[config.mk]
export PLATFORM = sky130hd
export DESIGN_NAME = fb_access_ctrl
export DESIGN_NICKNAME = d
export VERILOG_FILES = /design/src/rtl/fb_pkg.sv /design/src/rtl/fb_buf_sel.sv /design/src/rtl/fb_access_ctrl.sv
export SDC_FILE = /design/constraint.sdc
export NUM_CORES = 1
export LEC_CHECK = 0
export ABC_AREA = 1
export CORE_UTILIZATION = 45
export CTS_BUF_LIST = sky130_fd_sc_hd__clkbuf_4
export DETAILED_ROUTE_END_ITERATION = 12
export PLACE_DENSITY = 0.78
export SYNTH_ARGS = -nofsm -noshare
export SYNTH_HDL_FRONTEND = slang
export SYNTH_HIERARCHICAL = 1
export SYNTH_SLANG_ARGS = --single-unit
export TNS_END_PERCENT = 50
[constraint.sdc]
create_clock -name clk -period 2.3 [get_ports clk]
set_input_delay 0.46 -clock clk [delete_from_list [all_inputs] [get_ports clk]]
set_output_delay 0.46 -clock clk [all_outputs]
set_load 0.02 [all_outputs]
[src/rtl/fb_pkg.sv]
// Shared types, defaults and colour packing helpers for the framebuffer access controller.
package fb_pkg;

    localparam int         FB_FRAME_PIXELS = 307200;
    localparam logic [7:0] FB_PAD          = 8'h00;

    typedef enum logic [1:0] {
        IDLE   = 2'd0,
        RD_REQ = 2'd1,
        WR_REQ = 2'd2,
        SWAP   = 2'd3
    } fb_state_e;

    typedef struct packed {
        logic [7:0] r;
        logic [7:0] g;
        logic [7:0] b;
    } rgb_t;

    function automatic logic [31:0] pack_rgb(input rgb_t c);
        return {FB_PAD, c.r, c.g, c.b};
    endfunction

    function automatic rgb_t unpack_rgb(input logic [23:0] w);
        rgb_t c;
        c.r = w[23:16];
        c.g = w[15:8];
        c.b = w[7:0];
        return c;
    endfunction

endpackage

[src/rtl/fb_buf_sel.sv]
// Double-buffer bookkeeping: which buffer is drawn into, which one is displayed,
// and whether a frame-complete swap is still waiting for the access FSM to go idle.
module fb_buf_sel
    import fb_pkg::*;
#(
    parameter int FRAME_PIXELS = FB_FRAME_PIXELS,
    parameter int ADDR_W       = 20
) (
    input  logic              clk_i,
    input  logic              rst_ni,
    input  logic              frame_ready_i,
    input  logic              swap_now_i,
    output logic [ADDR_W-1:0] back_base_o,
    output logic [ADDR_W-1:0] front_base_o,
    output logic              swap_pending_o,
    output logic              swap_done_o
);

    localparam logic [ADDR_W-1:0] BUF1_BASE = ADDR_W'(FRAME_PIXELS);

    logic              back_sel_q,   back_sel_d;
    logic [ADDR_W-1:0] front_base_q, front_base_d;
    logic              swap_pend_q,  swap_pend_d;
    logic              swap_done_q,  swap_done_d;

    assign back_base_o = back_sel_q ? BUF1_BASE : '0;

    always_comb begin
        back_sel_d   = back_sel_q;
        front_base_d = front_base_q;
        swap_done_d  = 1'b0;
        // The swap cycle clears the flag; a frame_ready landing in that same
        // cycle belongs to the frame being swapped and is absorbed.
        swap_pend_d  = swap_now_i ? 1'b0 : (swap_pend_q | frame_ready_i);
        if (swap_now_i) begin
            back_sel_d   = ~back_sel_q;
            front_base_d = back_base_o;
            swap_done_d  = 1'b1;
        end
    end

    always_ff @(posedge clk_i or negedge rst_ni) begin
        if (!rst_ni) begin
            back_sel_q   <= 1'b1;
            front_base_q <= '0;
            swap_pend_q  <= 1'b0;
            swap_done_q  <= 1'b0;
        end else begin
            back_sel_q   <= back_sel_d;
            front_base_q <= front_base_d;
            swap_pend_q  <= swap_pend_d;
            swap_done_q  <= swap_done_d;
        end
    end

    assign front_base_o   = front_base_q;
    assign swap_pending_o = swap_pend_q;
    assign swap_done_o    = swap_done_q;

endmodule

[src/rtl/fb_access_ctrl.sv]
// Framebuffer access controller: serialises blender read/write strobes onto a
// single-port SRAM req/ack interface and swaps buffers between frames.
module fb_access_ctrl
    import fb_pkg::*;
#(
    parameter int FRAME_PIXELS = FB_FRAME_PIXELS,
    parameter int ADDR_W       = 20,
    parameter int PIX_W        = 19
) (
    input  logic              clk,
    input  logic              reset,
    input  logic [PIX_W-1:0]  pixel_number,
    input  logic              read,
    input  logic              write,
    input  logic [7:0]        write_r,
    input  logic [7:0]        write_g,
    input  logic [7:0]        write_b,
    input  logic              frame_ready,
    output logic [7:0]        read_r,
    output logic [7:0]        read_g,
    output logic [7:0]        read_b,
    output logic              read_valid,
    output logic              busy,
    output logic              err_oob,
    output logic              mem_req,
    output logic              mem_we,
    output logic [ADDR_W-1:0] mem_addr,
    output logic [31:0]       mem_wdata,
    input  logic [31:0]       mem_rdata,
    input  logic              mem_ack,
    output logic [ADDR_W-1:0] front_base,
    output logic              swap_done
);

    localparam logic [31:0] FRAME_PIXELS_U = FRAME_PIXELS[31:0];

    fb_state_e         state_q, state_d;
    logic [ADDR_W-1:0] addr_q,  addr_d;
    logic [31:0]       wdata_q, wdata_d;
    logic              wr_pend_q, wr_pend_d;
    rgb_t              rgb_q,   rgb_d;
    logic              read_valid_q, read_valid_d;
    logic              err_oob_q,    err_oob_d;

    logic [ADDR_W-1:0] back_base;
    logic              swap_pend;
    logic              swap_now;
    logic              oob;
    logic [ADDR_W-1:0] req_addr;
    rgb_t              wr_rgb;
    logic              rdata_unused;

    assign rdata_unused = ^mem_rdata[31:24];

    fb_buf_sel #(
        .FRAME_PIXELS (FRAME_PIXELS),
        .ADDR_W       (ADDR_W)
    ) u_buf_sel (
        .clk_i          (clk),
        .rst_ni         (reset),
        .frame_ready_i  (frame_ready),
        .swap_now_i     (swap_now),
        .back_base_o    (back_base),
        .front_base_o   (front_base),
        .swap_pending_o (swap_pend),
        .swap_done_o    (swap_done)
    );

    assign oob      = 32'(pixel_number) >= FRAME_PIXELS_U;
    assign req_addr = back_base + ADDR_W'(pixel_number);
    assign wr_rgb   = '{r: write_r, g: write_g, b: write_b};

    always_comb begin
        state_d      = state_q;
        addr_d       = addr_q;
        wdata_d      = wdata_q;
        wr_pend_d    = wr_pend_q;
        rgb_d        = rgb_q;
        read_valid_d = 1'b0;
        err_oob_d    = 1'b0;
        swap_now     = 1'b0;
        unique case (state_q)
            IDLE: begin
                // A request always wins over a pending swap so the blender's
                // last pixels land in the buffer that is about to be shown.
                if (read || write) begin
                    if (oob) begin
                        err_oob_d = 1'b1;
                    end else begin
                        addr_d = req_addr;
                        if (write) wdata_d = pack_rgb(wr_rgb);
                        if (read) begin
                            wr_pend_d = write;
                            state_d   = RD_REQ;
                        end else begin
                            state_d   = WR_REQ;
                        end
                    end
                end else if (swap_pend && !wr_pend_q) begin
                    state_d = SWAP;
                end
            end
            RD_REQ: begin
                if (mem_ack) begin
                    rgb_d        = unpack_rgb(mem_rdata[23:0]);
                    read_valid_d = 1'b1;
                    state_d      = wr_pend_q ? WR_REQ : IDLE;
                end
            end
            WR_REQ: begin
                if (mem_ack) begin
                    wr_pend_d = 1'b0;
                    state_d   = IDLE;
                end
            end
            SWAP: begin
                swap_now = 1'b1;
                state_d  = IDLE;
            end
            default: state_d = IDLE;
        endcase
    end

    always_ff @(posedge clk or negedge reset) begin
        if (!reset) begin
            state_q      <= IDLE;
            addr_q       <= '0;
            wdata_q      <= '0;
            wr_pend_q    <= 1'b0;
            rgb_q        <= '0;
            read_valid_q <= 1'b0;
            err_oob_q    <= 1'b0;
        end else begin
            state_q      <= state_d;
            addr_q       <= addr_d;
            wdata_q      <= wdata_d;
            wr_pend_q    <= wr_pend_d;
            rgb_q        <= rgb_d;
            read_valid_q <= read_valid_d;
            err_oob_q    <= err_oob_d;
        end
    end

    // Bus outputs are decoded from the state register, so an asynchronous
    // reset drops the request in the same instant.
    assign mem_req    = (state_q == RD_REQ) || (state_q == WR_REQ);
    assign mem_we     = (state_q == WR_REQ);
    assign mem_addr   = mem_req ? addr_q : '0;
    assign mem_wdata  = mem_we ? wdata_q : '0;
    assign busy       = (state_q != IDLE) || wr_pend_q;
    assign read_r     = rgb_q.r;
    assign read_g     = rgb_q.g;
    assign read_b     = rgb_q.b;
    assign read_valid = read_valid_q;
    assign err_oob    = err_oob_q;

endmodule
# == Yosys cells after proc, flatten, opt, wreduce, memory -nomap -nowiden ==
# Index checks and enable logic that the tools add are counted.
# totals
reg_bits,96
latchBits,0
mem_bits_rw,0
rom_bits,0
in_bits,81
output_inout_bits,102
elab_cells,65
mem_count,0
# op_classes
n_addsub,1
n_mul,0
div,0
n_lt_le_gt_ge,1
n_eq_ne,10
n_shift,0
n_mux,24
bitwise_logic,3
reduce_logical,13
# ops
operator,count
$mux 24,1
$add 20x19->20,1
$mux 20,1
$ge 19x19->1 const B,1
$mux 19,1
$mux 2,7
$mux 1,12
$ne 2x2->1 const B,4
$pmux 2 s4,1
$reduce_and 4->1,2
$ne 3x3->1 const B,2
$reduce_and 5->1,1
$eq 2x2->1 const B,2
$reduce_bool 2->1,2
$logic_or 1x1->1,3
$reduce_and 3->1,1
$eq 2x1->1 const B,1
$logic_not 2->1,1
$ne 2x1->1 const B,1
$not 1->1,2
$pmux 1 s2,1
$reduce_and 2->1,1
$logic_and 1x1->1,1
$logic_not 1->1,1
$or 1x1->1,1

# == Longest topological paths before layout ==
# Gate-level depths: netlist of the first run.
# depth
ltp_word,5
mapped_depth,13
ltp_nobuf,12

# == Cells and area by module ==
# Netlist of the first run, hierarchy kept.
# modules_own_cells
mod,instances,cells_each,area_each_um2,seq_area_each_um2
fb_access_ctrl,1,651,4553.1,1826.8
fb_buf_sel,1,54,435.4,101.3

# == Worst setup path before layout of the first run ==
# No wires, ideal clock.
# synth_timing
path_kind,register to output
startpoint,register state_q[0]
endpoint,output port mem_wdata[10]
t_arrival_ps,1437
required_time_ps,1840
slack_ps,403
stages_incl_launch_ff,7
n_path_buf,2
cell_sequence,dfrtp_1 -> inv_1 -> ha_1 -> buf_2 -> clkbuf_1 -> nand2_1 -> inv_1
# synth_between
elab_chain_len,2
# synth_lines
item,line_no,rtl
"start, declared",fb_access_ctrl.sv:37,"fb_state_e state_q, state_d;"
"start signal, assigned",fb_access_ctrl.sv:134,state_q <= state_d;
$eq 2x2->1,fb_access_ctrl.sv:147,assign mem_we = (state_q == WR_REQ);
via mem_we,fb_access_ctrl.sv:26,"output logic mem_we,"
$mux 24,fb_access_ctrl.sv:149,assign mem_wdata = mem_we ? wdata_q : '0;
"end, declared",fb_access_ctrl.sv:28,"output logic [31:0] mem_wdata,"
# The timed path passes the listed nets, and every way through them passes these cells.

# == Worst setup path in the final report of the first run ==
# layout_timing
startpoint,register state_q[0]
endpoint,output port mem_addr[15]
# layout_between
elab_chain_len,3
elab_cells_between_ends,4
classes_between,2 x eq/ne; 1 x mux; 1 x reduce/logical
# layout_lines
item,line_no,rtl
$eq 2x1->1 / $eq 2x2->1 (equally long branches),fb_access_ctrl.sv:146,assign mem_req = (state_q == RD_REQ) || (state_q == WR_REQ);
$logic_or 1x1->1 (*),fb_access_ctrl.sv:146,
$mux 20 (*),fb_access_ctrl.sv:148,assign mem_addr = mem_req ? addr_q : '0;
"end, declared",fb_access_ctrl.sv:27,"output logic [ADDR_W-1:0] mem_addr,"
# Every way passes the cells marked *; elsewhere a longest branch is shown, timed or not.

==> results.md, run 1 <==
- Drt total wl: 10.8 mm
- # rows: 38
- CP arrival: 1750 ps
- Leakage: 0.00386 uW
- ANT nets after route: 0
- Hold crit path type: register to register
- Worst vdd ir: 0.675 mV
- Pre-CTS setup slack: 133 ps
- Placed inst area: 0.00646 sq mm
- Final hold viol count: 0
- Synth Register Bits: 77
- Seq. cell area: 0.00193 sq mm
- Initial DRC count: 238
- GP Congestion: 0.820
- Die Span Y: 107 microns
- First-pass DRT Iterations: 4
- Synth Instances: 705
- Grt ovf: 0
- Setup TNS: 0 ps
- # IOs: 183
- Ys async rst share: 1.00
- Final #Nets: 955
- Top post-synthesis cells by area: dfrtp_1, nand2_1, inv_1
- Setup violators final: 0
- Critical Path RT: 1840 ps
- Synthesis Warnings: 6
- Crit Path Max Fanout: 21
- Post-DR vias/cell: 4.47
- Clk_skew: 12.2 ps
- Vias in the first global route: 4078
- Wire per inst: 10.9 microns
- Initial Utilization: 0.460
- Post-DP HPWL: 8.47 mm
- Clock sink count: 77
- Post-synthesis sequential area ratio: 0.387
- Core Region: 0.0108 sq mm
- Fillers: 1045
- Ant. Diodes: 0
- Reg clk slew, reported paths: 110 ps
- Die area: 0.0115 sq mm
- Design area: 0.00656 sq mm
- Post-layout min period: 2210 ps
- Worst setup path class: register to primary output
- Crit end category: primary output
- First-pass GRT wire length: 17.8 mm
- CTS tree: yes
- Synth unique cells: 31
- Total CTS buffers: 9
- Post-synth top flop: dfrtp_1
- # DRC: 0
- Layout cells sized above 1: 0.0819
- Final core occ: 0.605
- PD cells: 1070 mW/mm^2
- Root Buffer: clkbuf_4
- Post-Synthesis Mean Instance Area: 7.08 sq um
- Total power: 7030 uW
- Cell accounting for the most synthesized area: dfrtp_1
- Number of max-cap violations: 0
- Area of the multi-input gates: 0.00229 sq mm
- Area delta synth->final: 31.5%
- Status: finished clean
- Die width: 107 microns
- Final setup margin: 89.1 ps
- RSZ-0062 raised after global routing: yes
- CTS max path bufs: 2
- Vias: 4447
- Gr usage total: 0.194
- Worst Setup Start Kind: register
- EDFF count, synth: 0
- Initial antenna violation count: 0
- Area fraction of the dominant cell type after synthesis: 0.381
- PortBufs: 150
- F_max: 0.452 GHz
- Largest net degree at the start of global routing: 37
- Mapped Area: 0.00499 sq mm
- Max-slew violation count: 0
- Tcrit/Tclk final: 0.961
- Clock latency on the worst-skew pair: 410 ps
- H-tree levels: 3
placed cells by master (no fill, tap or decap), types with 10 or more instances in the layout:
master           Yosys  layout
a21oi_1             17      17
clkbuf_2             0      10
clkbuf_4             0      10
clkdlybuf4s50_1      0     102
conb_1               2      40
dfrtp_1             76      76
dlygate4sd2_1        0      23
ha_1                23      23
inv_1              113     113
nand2_1            276     276
nand3_1             25      25
nor2_1              22      22
o21ai_0             22      22
o21ai_1             18      18
final timing paths:
path / startpoint / endpoint / slack, ps / depth (start not counted)
min reg2reg: addr_q[9]$_DFFE_PN0P_ / addr_q[9]$_DFFE_PN0P_ / 490 / 2
max in group asynchronous: reset / u_buf_sel/back_sel_q$_DFFE_PN1P_ / 1100 / 3
max reg2reg: u_buf_sel/back_sel_q$_DFFE_PN1P_ / addr_q[18]$_DFFE_PN0P_ / 500 / 8
min: addr_q[9]$_DFFE_PN0P_ / addr_q[9]$_DFFE_PN0P_ / 490 / 2
min in group asynchronous: reset / read_g[6]$_DFFE_PN0P_ / 540 / 2
max: state_q[0]$_DFFE_PN0P_ / mem_addr[15] / 90 / 6
area by class of cell:
cell class | count | area share
flip-flops and latches | 77 | 0.294
repair buffers | 162 | 0.239
clock inverters | 6 | 0.0130
clock buffers | 10 | 0.0114
inverters | 116 | 0.0664
well taps | 140 | 0.0267
multi-input cells | 484 | 0.350
per-layer routing:
layer  part of all wire  GRT usage  up-vias  wire, microns
li1                   -          -     2342              -
met4              0.013     0.0665        0            146
met3              0.047     0.0266       11            509
met5                  0          0        -              0
met1               0.46      0.239     1974           4930
met2               0.48      0.347      120           5240
cell families (layout without fill, tap and decap cells):
| logic type | Yosys count | count (layout) | share of synthesized area |
|---|---|---|---|
| and+or+nand+nor | 347 | 347 | 0.284 |
| buffers and inverters | 182 | 294 | 0.182 |
| DFF | 77 | 77 | 0.387 |
| AOI/OAI and AO/OA | 65 | 65 | 0.0700 |
| adders and majority gates | 24 | 24 | 0.0617 |
| xor gates and xnor gates | 8 | 8 | 0.0140 |
| other | 2 | 40 | 0.00151 |
metrics by stage:
stage          hold WS, ps  instances
2_1_floorplan          164        743
3_3_place_gp           450        976
3_5_place_dp           450        976
4_1_cts                494        993
5_1_grt                512        995
6_report               490        995
synthesized netlist by cell type, types with 3 or more instances:
cell type / instances
dfrtp_1: 76
nand3b_1: 4
inv_2: 3
buf_6: 5
a21oi_1: 17
ha_1: 23
o21ai_0: 22
xnor2_1: 7
o21ai_2: 4
clkbuf_1: 7
inv_1: 113
nand3_2: 5
buf_2: 6
buf_4: 48
and2_1: 3
nand2_1: 276
nor2_2: 3
o21ai_1: 18
nand2_2: 5
nor2_1: 22
nand3_1: 25
what timing repair did:
action	4_1_cts	5_1_grt
resized for setup	77	19
setup buffers	0	2
hold endpoints to repair	25	0
hold buffers	1	0
setup endpoints to repair	47	28
worst max-delay path, cell delays in order, from the launching register on:
cell and delay (ps):
dfrtp_1 400, inv_1 80, ha_1 320, buf_12 160
nand2_1 80, inv_1 60, clkdlybuf4s15_2 250
power breakdown:
part           switching, uW  total (uW)  internal, uW
Combinational           2240        3830          1590
Clock                    447         899           452
Sequential               326        2300          1970
sequential cells by signal (all words and copies together), names as in the netlist:
| signal | flops |
|---|---|
| addr_q | 20 |
| read_g | 8 |
| u_buf_sel/swap_pending_o | 1 |
| u_buf_sel/back_sel_q | 1 |
| read_b | 8 |
| u_buf_sel/front_base_o | 1 |
| u_buf_sel/swap_done_o | 1 |
| read_r | 8 |
| wdata_q | 24 |
| wr_pend_q | 1 |
| state_q | 2 |
| err_oob | 1 |
| read_valid | 1 |
No activity file was read; power rests on OpenSTA's default activity.
==> run 2: changes to the inputs <==
--- a/config.mk
+++ b/config.mk
@@ -9,7 +9,8 @@
 export CORE_UTILIZATION = 45
 export CTS_BUF_LIST = sky130_fd_sc_hd__clkbuf_4
 export DETAILED_ROUTE_END_ITERATION = 12
-export PLACE_DENSITY = 0.78
+export DONT_BUFFER_PORTS = 1
+export PLACE_DENSITY = 0.57
 export SYNTH_ARGS = -nofsm -noshare
 export SYNTH_HDL_FRONTEND = slang
 export SYNTH_HIERARCHICAL = 1
==> run 2 against run 1 <==
Effect of this change:
- fmax up 2.6%
- setup slack better by 57 ps
- the flow now finishes with violations (design-rule violations)
- flip-flop and latch count unchanged
- non-clock buffer count down 155
- die area unchanged
- routed wire length down 5.9%
- register-to-register slack worse by 60 ps
- clock skew up 10 ps
- worst hold slack worse by 370 ps
- combinational power down 33%
- sequential power up 16%
- first-iteration DRC count down 11%
- critical path type unchanged
==> results.md, run 2 (synthesized netlist as in run 1, its figures left out) <==
- Worst Setup Start Kind: register
- F_max: 0.464 GHz (+2.6%)
- Reg clk slew, reported paths: 140 ps (+30 ps)
- Max-slew violation count: 0 (unchanged)
- Number of post-CTS setup repair buffers: 0 (unchanged)
- Root Buffer: clkbuf_4
- Reg-to-Reg Start: u_buf_sel/back_sel_q$_DFFE_PN1P_
- Tcrit/Tclk final: 0.937 (-0.0247)
- Leakage: 0.00317 uW (-18%)
- Layout cells sized above 1: 0.0643 (-0.0176)
- Critical Path RT: 1840 ps (about the same)
- Die width: 107 microns (unchanged)
- Setup violators final: 0 (unchanged)
- ANT nets after route: 0 (unchanged)
- Worst-Margin Slew: 730 ps
- Most frequent cells in the layout: nand2_1, inv_1, dfrtp_1, conb_1, nand3_1
- GP Congestion: 0.768 (-6.3%)
- Violated checks: design-rule violations
- Initial DRC count: 211 (-11%)
- Most common cell after layout, fill and taps aside: nand2_1
- Clock latency on the worst-skew pair: 440 ps (+30 ps)
- Top Registers: wdata_q (24), addr_q (20)
- Gr usage total: 0.180 (-0.0141)
- Worst r2r dst: addr_q[19]$_DFFE_PN0P_
- CTS max path bufs: 2 (unchanged)
- Setup TNS: 0 ps (unchanged)
- PortBufs: 0 (-100%)
- # rows: 38 (unchanged)
- Vias: 3902 (-12%)
- First-pass DRT Iterations: 8 (+4)
- Vias in the first global route: 3509 (-14%)
- Hold crit path type: input port to register
- Reg2reg setup slack: 440 ps (-60 ps)
- Final #Nets: 800 (-16%)
- RSZ-0062 raised after global routing: no
- Crit Path Max Fanout: 28 (+33%)
- Status: finished, violations left
- Initial Utilization: 0.460 (unchanged)
- Wire per inst: 12.1 microns (+11%)
- Total CTS buffers: 9 (unchanged)
- CP arrival: 1690 ps (-60 ps)
- CTS tree: yes
- PD cells: 1240 mW/mm^2 (+15%)
- Ant. Diodes: 0 (unchanged)
- Largest net degree at the start of global routing: 78 (+110%)
- Area delta synth->final: 3.19%
- Post-DR vias/cell: 4.65 (+3.9%)
- Number of max-cap violations: 0 (unchanged)
- Post-DP HPWL: 7.82 mm (-7.7%)
- Die Span Y: 107 microns (unchanged)
- Clock sink count: 77 (unchanged)
- Hold WS: 117 ps (-373 ps)
- Critical hold path startpoint: mem_rdata[4]
- CP Capture Point: mem_wdata[5]
- H-tree levels: 3 (unchanged)
- Grt ovf: 0 (unchanged)
- Final hold viol count: 0 (unchanged)
- First-pass GRT wire length: 16.2 mm (-9.3%)
- Slew HR: 0.513
- Clk_skew: 22.4 ps (+10.2 ps)
- Die area: 0.0115 sq mm (unchanged)
- Crit end category: primary output
- Worst vdd ir: 0.567 mV (-16%)
- Post-layout min period: 2150 ps (-56.8 ps)
- # IOs: 183 (unchanged)
- Drt total wl: 10.2 mm (-5.9%)
- R2R cell count: 9 (+1)
- Crit path from: state_q[0]$_DFFE_PN0P_
- Number of flip-flops in the largest register: 24 (unchanged)
- # DRC: 2 (+2)
- Top reg by flops: wdata_q
- Initial antenna violation count: 0 (unchanged)
- Core Region: 0.0108 sq mm (unchanged)
- Worst setup path class: register to primary output
run 2: through the flow:
stage | cell area [sq um] | std cells | total power (uW) | utilization | setup WS, ps
6_report | 5150 | 840 | 6360 | 0.475 | 146
5_1_grt | 5150 | 840 | 6900 | 0.475 | 10.3
4_1_cts | 5130 | 840 | 6380 | 0.474 | 19.4
3_5_place_dp | 4880 | 822 | 5180 | 0.450 | 449
3_3_place_gp | 4880 | 822 | 5120 | 0.450 | 469
2_1_floorplan | 5130 | 743 | 4800 | - | 403
run 2: timing repair:
action                                  4_1_cts  5_1_grt
hold buffers                                  2        0
endpoints found under the setup margin        7       16
resized for setup                             1        2
pin swaps                                     0        0
hold endpoints to repair                     77        0
run 2: report_power, final:
| group | leakage (uW) | internal [uW] | switching (uW) | total [uW] |
|---|---|---|---|---|
| logic | 0.00210 | 809 | 1740 | 2550 |
| registers | 0.000958 | 1970 | 690 | 2660 |
| clock network | 0.000103 | 672 | 474 | 1150 |
run 2: how the worst min path moves through the flow:
| stage | depth (start not counted) | end |
|---|---|---|
| final | 2 | read_b[4]$_DFFE_PN0P_ |
| after global routing | 2 | read_g[1]$_DFFE_PN0P_ |
| after CTS | 2 | read_b[5]$_DFFE_PN0P_ |
| after detailed placement | 0 | wdata_q[14]$_DFFE_PN0P_ |
| after global placement | 0 | wdata_q[13]$_DFFE_PN0P_ |
| after floorplan | 0 | addr_q[0]$_DFFE_PN0P_ |
run 2: routing by layer:
| layer | part of all wire | wire [microns] | global-route usage |
|---|---|---|---|
| met1 | 0.46 | 4640 | 0.221 |
| met2 | 0.48 | 4870 | 0.309 |
| met3 | 0.053 | 535 | 0.0393 |
| met4 | 0.015 | 148 | 0.0646 |
| met5 | 0 | 0 | 0 |
run 2: final cells by class:
class,count,area (sq um)
fillers,1138,5690
inverters,116,435
clock buffers,10,75.1
well taps,140,175
multi-input cells,484,2310
clock inverters,6,135
repair buffers,7,91.3
flip-flops and latches,77,1930
run 2: worst max-delay path: stages (launching register included):
cell and delay [ps]:
dfrtp_1 430, inv_1 140, ha_1 180, buf_6 240
nand2_1 80, inv_1 190
==> run 3: changes to the inputs <==
--- a/config.mk
+++ b/config.mk
@@ -8,8 +8,10 @@
 export ABC_AREA = 1
 export CORE_UTILIZATION = 45
 export CTS_BUF_LIST = sky130_fd_sc_hd__clkbuf_4
+export CTS_CLUSTER_DIAMETER = 200
 export DETAILED_ROUTE_END_ITERATION = 12
 export DONT_BUFFER_PORTS = 1
+export GPL_TIMING_DRIVEN = 0
 export PLACE_DENSITY = 0.57
 export SYNTH_ARGS = -nofsm -noshare
 export SYNTH_HDL_FRONTEND = slang
==> run 3 against run 2 <==
Effect of this change:
- the run still ends with design-rule violations left
- fmax fell by 1.7%
- cell area rose by 8.4%
- worst hold slack improved by 14 ps
- largest power group is now combinational logic
- critical endpoint is now busy
- largest cell class unchanged
==> results.md, run 3 (synthesized netlist as in run 1, its figures left out) <==
- Status: finished, violations left
- Violated checks: design-rule violations
- Clock power frac: 0.154 (-0.026)
- Vias: 4090 (+4.8%)
- Root Buffer: clkbuf_4
- Vias in the first global route: 3741 (+6.6%)
- Worst setup path class: register to primary output
- Critical Path RT: 1840 ps (about the same)
- PortBufs: 0 (unchanged)
- Sw frac: 0.457 (about the same)
- Initial Utilization: 0.460 (unchanged)
- Crit end category: primary output
- F_max: 0.457 GHz (-1.7%)
- Initial antenna violation count: 0 (unchanged)
- Worst vdd ir: 0.542 mV (-4.4%)
- Fillers: 1144 (+0.53%)
- Top Registers: wdata_q (24), addr_q (20)
- P_sw: 2960 uW (+1.7%)
- Area delta synth->final: 11.8%
- Clock latency on the worst-skew pair: 430 ps (about the same)
- Clock sink count: 77 (unchanged)
- Number of flip-flops in the largest register: 24 (unchanged)
- Design area: 0.00558 sq mm (+8.4%)
- Post-DP HPWL: 8.48 mm (+8.5%)
- Final setup margin: 109 ps (-36.4 ps)
- Largest net degree at the start of global routing: 78 (unchanged)
- Final #Nets: 863 (+7.9%)
- Worst path most repeated cell: inv_1
- Post-layout min period: 2190 ps (+36.4 ps)
- Internal power: 3520 uW (+1.8%)
- # IOs: 183 (unchanged)
- CP arrival: 1730 ps (+40 ps)
- Most frequent cells in the layout: nand2_1, inv_1, dfrtp_1, buf_4, conb_1
- Post-DR vias/cell: 4.53 (-2.5%)
- Wire per inst: 11.8 microns (-2.9%)
- Total CTS buffers: 9 (unchanged)
- Die area: 0.0115 sq mm (unchanged)
- Comb pwr share: 0.440 (+0.039)
- CTS tree: yes
- # rows: 38 (unchanged)
- CP max stage delay: 460 ps (+30 ps)
- Hold WS: 132 ps (+14.4 ps)
- Layout cells sized above 1: 0.168 (+0.103)
- Worst Setup Start Kind: register
- Gr usage total: 0.192 (+0.0122)
- Die Span Y: 107 microns (unchanged)
- Number of max-cap violations: 0 (unchanged)
- GP Congestion: 0.804 (+4.7%)
- Initial DRC count: 189 (-10%)
- Grt ovf: 0 (unchanged)
- Placed inst area: 0.00531 sq mm (+8.7%)
- Setup violators final: 0 (unchanged)
- CTS max path bufs: 2 (unchanged)
- Crit Path Max Fanout: 8 (-71%)
- Hold crit path type: input port to register
- H-tree levels: 3 (unchanged)
- First-pass DRT Iterations: 8 (unchanged)
- Leakage: 0.00342 uW (+8.0%)
- Final core occ: 0.515 (+0.0398)
- Final hold viol count: 0 (unchanged)
- Top reg by flops: wdata_q
- Pre-CTS setup slack: 43.7 ps (-405 ps)
- Max-slew violation count: 0 (unchanged)
- CP max-delay cell: dfrtp_2
- # DRC: 2 (unchanged)
- Tcrit/Tclk final: 0.952 (+0.0158)
- Drt total wl: 10.6 mm (+4.3%)
- PD cells: 1160 mW/mm^2 (-6.1%)
- Ant. Diodes: 0 (unchanged)
- ANT nets after route: 0 (unchanged)
- Reg power frac: 0.406 (-0.013)
- Cell Chain, Critical Path: inv_1 > ha_4 > buf_2 > inv_1 > or2_2
- First-pass GRT wire length: 17.3 mm (+6.7%)
- Most common cell after layout, fill and taps aside: nand2_1
- Die width: 107 microns (unchanged)
- Core Region: 0.0108 sq mm (unchanged)
- Total power: 6470 uW (+1.7%)
- Reg clk slew, reported paths: 120 ps (-20 ps)
- Clk_skew: 11.7 ps (-10.6 ps)
[run 3: path summary, 6_finish.rpt]
path                                                  start                               end  slack, ps  cells after the start
max reg2reg                u_buf_sel/back_sel_q$_DFFE_PN1P_            addr_q[19]$_DFFE_PN0P_        400                     10
max in group asynchronous                             reset  u_buf_sel/back_sel_q$_DFFE_PN1P_       1380                      2
min                                           mem_rdata[23]             read_r[7]$_DFFE_PN0P_        130                      2
min in group asynchronous                             reset            wdata_q[8]$_DFFE_PN0P_        610                      2
max                                  state_q[1]$_DFFE_PN0P_                              busy        110                      5
min reg2reg                          addr_q[16]$_DFFE_PN0P_            addr_q[16]$_DFFE_PN0P_        490                      2
[run 3: through the flow]
step | std cells | TNS [ps]
6_report | 903 | 0
5_1_grt | 903 | -17.0
4_1_cts | 901 | -1950
3_5_place_dp | 883 | 0
3_3_place_gp | 883 | 0
2_1_floorplan | 743 | 0
[run 3: layout make-up]
type	count	area, sq um	share of cell area
multi-input cells	484	2320	0.416
flip-flops and latches	77	1930	0.346
plain buffers	66	490	0.0879
inverters	116	435	0.0780
well taps	140	175	0.0314
clock inverters	6	101	0.0182
clock buffers	10	75.1	0.0135
repair buffers	4	52.6	0.00942
[run 3: routing by layer]
metal,vias up,part of all wire,wire length (microns),GRT usage
met1,1818,0.44,4640,0.237
met5,-,0,0,0
met4,0,0.018,196,0.0851
met3,19,0.064,680,0.0448
li1,2146,-,-,-
met2,107,0.48,5110,0.319
[run 3: timing repair]
action | in CTS | in global routing
endpoints found under the setup margin | 40 | 41
resized for setup | 10 | 31
pin swaps | 0 | 0
endpoints found under the hold margin | 77 | 0
hold buffers | 2 | 0
setup buffers | 0 | 2
[run 3: critical path, delay by kind of cell, from the launching register on]
| kind | cells | cell delay, ps |
|---|---|---|
| and+or+nand+nor | 1 | 350 |
| DFF | 1 | 460 |
| adders and majority gates | 1 | 130 |
| buffers and inverters | 3 | 380 |
[run 3: power groups by stage]
stage / Sequential (uW) / Combinational, uW / Clock, uW
floorplan: 2550 / 2260 / 0
global placement: 2640 / 2660 / 0
detailed placement: 2660 / 2700 / 0
CTS: 2630 / 2780 / 1030
global route: 2710 / 3240 / 1090
finish: 2630 / 2850 / 998
